File: config.mk
export PLATFORM = sky130hd
export DESIGN_NAME = pip_hazard_ctrl
export DESIGN_NICKNAME = d
export VERILOG_FILES = /design/src/rtl/pip_pkg.sv /design/src/rtl/pip_stall_cnt.sv /design/src/rtl/pip_hazard_ctrl.sv
export SDC_FILE = /design/constraint.sdc
export NUM_CORES = 1
export LEC_CHECK = 0
export ABC_CLOCK_PERIOD_IN_PS = 6830
export BUFFER_PORTS_ARGS = -buffer_cell sky130_fd_sc_hd__buf_2
export CORE_MARGIN = 8
export CORE_UTILIZATION = 35
export CTS_BUF_LIST = sky130_fd_sc_hd__clkbuf_4 sky130_fd_sc_hd__clkbuf_8 sky130_fd_sc_hd__clkbuf_16
export DETAILED_ROUTE_END_ITERATION = 10
export PLACE_DENSITY = 0.68
export SETUP_SLACK_MARGIN = 0.15
export SYNTH_ARGS = -nofsm -noshare
export SYNTH_HDL_FRONTEND = slang
export SYNTH_HIERARCHICAL = 1
export SYNTH_SLANG_ARGS = --single-unit
File: constraint.sdc
create_clock -name clk -period 6.83 [get_ports clk]
set_clock_uncertainty 0.15 [all_clocks]
set_input_delay 1.366 -clock clk [delete_from_list [all_inputs] [get_ports clk]]
set_output_delay 1.366 -clock clk [all_outputs]
set_load 0.005 [all_outputs]
File: src/rtl/pip_pkg.sv
// Shared types for the 5-stage pipeline hazard controller: FSM encoding and
// per-register control actions with their priority-row vectors.
package pip_pkg;

  localparam int RF_AW = 5;

  typedef enum logic {
    RUN      = 1'b0,
    MUL_WAIT = 1'b1
  } state_e;

  typedef enum logic [1:0] {
    HOLD   = 2'd0,
    ADV    = 2'd1,
    BUBBLE = 2'd2
  } reg_ctl_e;

  typedef struct packed {
    reg_ctl_e pc;
    reg_ctl_e ifid;
    reg_ctl_e idex;
    reg_ctl_e exmem;
    reg_ctl_e memwb;
  } ctl_vec_t;

  localparam ctl_vec_t CTL_MEM_STALL = '{pc: HOLD, ifid: HOLD,   idex: HOLD,   exmem: HOLD,   memwb: BUBBLE};
  localparam ctl_vec_t CTL_MUL_STALL = '{pc: HOLD, ifid: HOLD,   idex: HOLD,   exmem: BUBBLE, memwb: ADV};
  localparam ctl_vec_t CTL_BRANCH    = '{pc: ADV,  ifid: BUBBLE, idex: BUBBLE, exmem: ADV,    memwb: ADV};
  localparam ctl_vec_t CTL_LOAD_USE  = '{pc: HOLD, ifid: HOLD,   idex: BUBBLE, exmem: ADV,    memwb: ADV};
  localparam ctl_vec_t CTL_RUN       = '{pc: ADV,  ifid: ADV,    idex: ADV,    exmem: ADV,    memwb: ADV};

  // A flush must still assert we, because srst_n is ignored while holding.
  function automatic logic ctl_we(input reg_ctl_e c);
    return c != HOLD;
  endfunction

  function automatic logic ctl_srst_n(input reg_ctl_e c);
    return c != BUBBLE;
  endfunction

endpackage

File: src/rtl/pip_stall_cnt.sv
// Saturating up-counter used for the stall-cycle performance counter.
module pip_stall_cnt #(
  parameter int W = 16
) (
  input  logic         clk,
  input  logic         arst_n,
  input  logic         inc,
  output logic [W-1:0] count
);

  always_ff @(posedge clk or negedge arst_n) begin
    if (!arst_n) begin
      count <= '0;
    end else if (inc && count != '1) begin
      count <= count + W'(1);
    end
  end

endmodule

File: src/rtl/pip_hazard_ctrl.sv
// Hazard/stall controller for the IF-ID-EX-MEM-WB pipeline: load-use, branch
// flush, multi-cycle multiply and data-memory wait, plus a stall counter.
module pip_hazard_ctrl #(
  parameter int RF_AW   = pip_pkg::RF_AW,
  parameter int MUL_CYC = 4,
  parameter int PERF_W  = 16
) (
  input  logic              clk,
  input  logic              arst_n,
  input  logic [RF_AW-1:0]  id_rs,
  input  logic [RF_AW-1:0]  id_rt,
  input  logic              id_uses_rs,
  input  logic              id_uses_rt,
  input  logic [RF_AW-1:0]  ex_rd,
  input  logic              ex_memread,
  input  logic              ex_mul,
  input  logic              ex_branch_taken,
  input  logic              dmem_req,
  input  logic              dmem_ack,
  output logic              pc_we,
  output logic              ifid_we,
  output logic              ifid_srst_n,
  output logic              idex_we,
  output logic              idex_srst_n,
  output logic              exmem_we,
  output logic              exmem_srst_n,
  output logic              memwb_we,
  output logic              memwb_srst_n,
  output logic              mul_busy,
  output logic [PERF_W-1:0] stall_cycles
);

  import pip_pkg::*;

  localparam int MUL_CNT_W = (MUL_CYC > 2) ? $clog2(MUL_CYC) : 1;
  localparam logic [MUL_CNT_W-1:0] MUL_LOAD = (MUL_CYC >= 2) ? MUL_CNT_W'(MUL_CYC - 2) : '0;
  localparam bit MUL_STALLS = (MUL_CYC > 1);

  state_e               state_q, state_d;
  logic [MUL_CNT_W-1:0] mul_cnt_q, mul_cnt_d;
  ctl_vec_t             ctl;
  logic                 mem_stall, mul_stall, load_use;

  assign mem_stall = dmem_req & ~dmem_ack;
  assign mul_stall = ex_mul & MUL_STALLS & ((state_q == RUN) | (mul_cnt_q != '0));
  assign load_use  = ex_memread & (ex_rd != '0) &
                     ((id_uses_rs & (id_rs == ex_rd)) | (id_uses_rt & (id_rt == ex_rd)));

  // NOTE: registered state uses non-blocking assignments so every flop samples
  // the pre-edge values regardless of process evaluation order.
  always_ff @(posedge clk or negedge arst_n) begin
    if (!arst_n) begin
      state_q   <= RUN;
      mul_cnt_q <= '0;
    end else begin
      state_q   <= state_d;
      mul_cnt_q <= mul_cnt_d;
    end
  end

  // NOTE: defaults first so no path through this block leaves a latch.
  always_comb begin
    state_d   = state_q;
    mul_cnt_d = mul_cnt_q;
    if (!mem_stall) begin
      unique case (state_q)
        RUN: begin
          if (mul_stall) begin
            state_d   = MUL_WAIT;
            mul_cnt_d = MUL_LOAD;
          end
        end
        MUL_WAIT: begin
          if (mul_cnt_q != '0) mul_cnt_d = mul_cnt_q - MUL_CNT_W'(1);
          else                 state_d   = RUN;
        end
        default: state_d = RUN;
      endcase
    end
  end

  // Exactly one priority row applies; a branch under a stall waits its turn.
  always_comb begin
    ctl = CTL_RUN;
    if      (mem_stall)       ctl = CTL_MEM_STALL;
    else if (mul_stall)       ctl = CTL_MUL_STALL;
    else if (ex_branch_taken) ctl = CTL_BRANCH;
    else if (load_use)        ctl = CTL_LOAD_USE;
  end

  assign pc_we        = ctl_we(ctl.pc);
  assign ifid_we      = ctl_we(ctl.ifid);
  assign ifid_srst_n  = ctl_srst_n(ctl.ifid);
  assign idex_we      = ctl_we(ctl.idex);
  assign idex_srst_n  = ctl_srst_n(ctl.idex);
  assign exmem_we     = ctl_we(ctl.exmem);
  assign exmem_srst_n = ctl_srst_n(ctl.exmem);
  assign memwb_we     = ctl_we(ctl.memwb);
  assign memwb_srst_n = ctl_srst_n(ctl.memwb);
  assign mul_busy     = (state_q == MUL_WAIT);

  pip_stall_cnt #(.W(PERF_W)) u_stall_cnt (
    .clk    (clk),
    .arst_n (arst_n),
    .inc    (~pc_we),
    .count  (stall_cycles)
  );

endmodule
## Word level (Yosys, flattened, before mapping)

Index checks and enable logic that the tools add are counted.

- Output and inout port bits: 26
- Input bits: 24
- Register bits after elaboration: 19

- Bitwise gates (word level): 12
- Mux-type cells: 10
- Eq/ne operators: 9
- Reductions and logical operators: 9
- $add $sub $neg: 2

Operators by type and width:

| kind | number |
|---|---|
| 10-bit 2-to-1 mux | 2 |
| 9-bit 2-to-1 mux | 2 |
| 16-bit by 1-bit adder with 16-bit output (second input constant) | 1 |
| 16-bit inequality test (second input constant) | 1 |
| 2-bit nonzero test | 6 |
| 5-bit == test | 2 |
| 2-bit inequality test (second input constant) | 5 |
| 1-bit AND | 6 |
| 5-bit nonzero test | 1 |
| 2-bit 2-to-1 mux | 2 |
| 1-bit inverter | 4 |
| 2-bit one-hot mux with 2 select lines | 1 |
| 3-bit AND reduction | 1 |
| 1-bit 2-to-1 mux | 2 |
| 2-bit by 1-bit inequality test with 1-bit output (second input constant) | 1 |
| 1-bit bitwise OR | 2 |
| 1-bit one-hot mux with 2 select lines | 1 |
| 2-bit by 1-bit subtractor with 2-bit output (second input constant) | 1 |
| 1-bit logical AND | 1 |

## Depth between registers and ports, before layout

- Depth in word-level cells: 11
- Gate-level depth with buffers: 9
- Gate-level depth less buffers: 9

## Modules after synthesis

The synthesis kept the hierarchy.

By module, submodules not included:

| module | area an instance (sq um) | seq. area each (sq um) | instances | cells each |
|---|---|---|---|---|
| pip_stall_cnt | 859.6 | 400.4 | 1 | 72 |
| pip_hazard_ctrl | 375.4 | 75.1 | 1 | 46 |

## Worst setup path before layout

No wires, ideal clock.

- Kind: input -> output
- Start: input ex_rd[1]
- End: output ifid_we
- Buffers on the path: 0
- Slack: 3117 ps
- Stages: 3
- Required time: 5314 ps
- Arrival time: 2197 ps
- Cell sequence: or4_4 -> o211ai_2 -> o21a_1

- Longest elaborated chain between the ends: 9
- Elaborated cells on any way between the ends: 13
- Classes of those cells: eq/ne: 2; mux: 4; bitwise: 5; reduce/logical: 2

RTL lines:

| element | line | source |
|---|---|---|
| from (decl) | pip_hazard_ctrl.sv:14 | `input logic [RF_AW-1:0] ex_rd,` |
| 5-bit == test | pip_hazard_ctrl.sv:47 | `((id_uses_rs & (id_rs == ex_rd)) \| (id_uses_rt & (id_rt == ex_rd)));` |
| 1-bit AND | pip_hazard_ctrl.sv:47 |  |
| 1-bit bitwise OR | pip_hazard_ctrl.sv:47 |  |
| 1-bit AND (*) | pip_hazard_ctrl.sv:46 | `assign load_use = ex_memread & (ex_rd != '0) &` |
| 9-bit 2-to-1 mux (*) | pip_hazard_ctrl.sv:88 | `else if (load_use) ctl = CTL_LOAD_USE;` |
| 9-bit 2-to-1 mux (*) | pip_hazard_ctrl.sv:87 | `else if (ex_branch_taken) ctl = CTL_BRANCH;` |
| 10-bit 2-to-1 mux (*) | pip_hazard_ctrl.sv:86 | `else if (mul_stall) ctl = CTL_MUL_STALL;` |
| 10-bit 2-to-1 mux (*) | pip_hazard_ctrl.sv:85 | `if (mem_stall) ctl = CTL_MEM_STALL;` |
| 2-bit nonzero test (*) | pip_pkg.sv:34 | `return c != HOLD;` |
| to (decl) | pip_hazard_ctrl.sv:21 | `output logic ifid_we,` |

Mark *: on every way between the ends. The rest lies on a longest branch, timed or not.

## Final worst setup path

- Start: input ex_rd[3]
- End: output ifid_we

The elaborated chain is that of the path after synthesis.

==> flow_metrics.tcl <==
set metrics [dict create \
    status "complete, no violations" \
    fin_nets 196 \
    drc 0 \
    p_leak_nw 0.735 \
    netlist_area_um2 1230 \
    m1WireLength_um 1350 \
    cap_viol_max_count 0 \
    fin_crit_ns 4.03 \
    clock-root-buffer "clkbuf_4" \
    wl_met2_um 1620 \
    antenna_found_initial 0 \
    tightest_slew_ns 0.761 \
    wl_per_cell_um 14.7 \
    vdd_ir_drop_max_mv 0.147 \
    synthCells 118 \
    die_area_um2 5690 \
    cts_made_buffers 3 \
    fin_setup_tns_ns 0 \
    grt_pass1_vias 1120 \
    cts_setup_buffers 0 \
    yosys_warnings 6 \
    fin_ws_ns 2.80 \
    gp_congestion 0.757 \
    fmax_ghz 0.248 \
    clkLatencyLatePin_ns 0.31 \
    endpoint_kind "output port" \
    grt_max_degree 20 \
    synthArstFlopShare_pct 100 \
    mostFrequentLayoutCell "buf_2" \
    required_ns 5.31 \
    cp-start-kind "primary input" \
    grt_setup_unrepaired "no" \
    die_h_um 75.4 \
    fin_crit_sh_pct 59.0 \
    path_max_fanout 4 \
    dp_hpwl_um 2570 \
    h-tree-depth 1 \
    rows 21 \
    grt_pass1_wl_um 5090 \
    grt.overflow.total 0 \
    syn_avg_cell_area_um2 10.5 \
    drtPass1Iterations 4 \
    min_path_type "reg2reg" \
    dpl_worst_slack_ns 2.81 \
    path_class "in2out" \
    io_buffers 48 \
    ant_nets 0 \
    synth_edf_count 0 \
    cp.arrival_ns 2.52 \
    synth_sequential_area_ratio_pct 38.5 \
    syn_nets 144 \
    die_x_um 75.4 \
    pin_count 50 \
    clk_path_buf_depth 2 \
    viasPerCell 5.21 \
    slew_headroom_pct 48.7 \
    mostFrequentLayoutCells "buf_2 (48), dfrtp_1 (19), xor2_1 (10)" \
    fin_total_pwr_mw 0.396 \
    holdWs_ns 0.379 \
    start_util_pct 36.7 \
    vias 1121 \
    drt_iter0_markers 62 \
    cts_tree "done" \
    drive_gt1_share_pct 38.5 \
    synthFlopType "dfrtp_1" \
    clock-sinks 19 \
    grt_usage_pct 11.5 \
    design.core.area_um2 3360 \
    hold_buffers 0 \
    antenna_cells 0 \
    clk_pin_slew_ns 0.12 \
    synth_seq_cells 19 \
    finalSetupViolCount 0 \
    hold_violations 0 \
    post_dp_cell_area_um2 1530 \
    final_area_um2 1550 \
    top_layer "met4" \
    power_density_nw_per_um2 255 \
    wl_met3_um 159 \
    synthToLayoutAreaGrowth_pct 25.7 \
    ys_types 40 \
    drv_slew 0 \
    wirelength_um 3160 \
    cts_resized 0 \
]
-- final timing paths --
check                      depth (start not counted)                         startpoint                                end  slack, ns
min in group asynchronous                          1                             arst_n   u_stall_cnt/count[8]$_DFFE_PN0P_       0.83
max                                                6                           ex_rd[3]                            ifid_we       2.80
max in group asynchronous                          1                             arst_n  u_stall_cnt/count[13]$_DFFE_PN0P_       5.40
min reg2reg                                        1  u_stall_cnt/count[15]$_DFFE_PN0P_  u_stall_cnt/count[15]$_DFFE_PN0P_       0.38
min                                                1  u_stall_cnt/count[15]$_DFFE_PN0P_  u_stall_cnt/count[15]$_DFFE_PN0P_       0.38
max reg2reg                                        9           mul_cnt_q[0]$_DFFE_PN0P_   u_stall_cnt/count[7]$_DFFE_PN0P_       3.97
-- cell usage after synthesis (2+ instances only) --
cell | number | area share, %
a21oi_1 | 5 | 2.0
a31oi_1 | 4 | 2.0
a32oi_1 | 2 | 1.4
and3_1 | 2 | 1.0
dfrtp_1 | 19 | 39
ha_1 | 2 | 2.0
inv_1 | 5 | 1.5
nand2_1 | 7 | 2.1
nand3_1 | 6 | 2.4
nand4_1 | 8 | 4.1
nor2_1 | 2 | 0.61
nor4_1 | 2 | 1.0
nor4_4 | 2 | 3.4
o211ai_1 | 2 | 1.2
o21a_1 | 8 | 4.9
o21ai_0 | 3 | 1.2
xnor2_1 | 7 | 5.0
xor2_1 | 10 | 7.1
-- routing by layer --
| metal | vias to the layer above | track usage (%) |
|---|---|---|
| met3 | 4 | 3.95 |
| met5 | - | 0 |
| met1 | 539 | 13.4 |
| met4 | 0 | 3.41 |
| met2 | 26 | 19.3 |
| li1 | 552 | - |
-- power by group --
| part | switching [mW] | internal [mW] | leakage [nW] | total (mW) |
|---|---|---|---|---|
| clock | 0.0375 | 0.0219 | 0.0177 | 0.0594 |
| combinational | 0.0802 | 0.0759 | 0.472 | 0.156 |
| sequential | 0.0390 | 0.141 | 0.246 | 0.180 |
| total | 0.157 | 0.239 | 0.735 | 0.396 |
-- registers in the layout, summed over array words and instances, names as in the netlist --
register	flops
mul_busy	1
mul_cnt_q	2
u_stall_cnt/count	16
-- area by class of cell --
class                      count  area, um^2
fill                         360        1810
clock inverter                 1        5.00
clock buffer                   3        22.5
sequential                    19         475
timing repair buffer          48         240
inverter                       5        18.8
tap                           46        57.6
multi-input combinational     93         733
-- critical path, stage by stage --
cell and delay, ns:
buf_2 0.13, xor2_1 0.15, nor4_1 0.29, a32oi_1 0.23, o21a_1 0.23, buf_2 0.13
-- cells by family after synthesis --
kind of cell,synth area share (%)
buffers and inverters,2.13
xor gates and xnor gates,12.1
other,0.304
DFF,38.5
muxes,1.72
AOI/OAI and AO/OA,17.5
and+or+nand+nor,25.7
adders and majority gates,2.03
-- per-stage QoR --
stage	utilization, %	cells
3_5_place_dp	45.3	211
3_3_place_gp	45.3	211
6_report	46.2	215
4_1_cts	46.2	215
5_1_grt	46.2	215
2_1_floorplan	-	118
No activity file was read; power rests on OpenSTA's default activity.
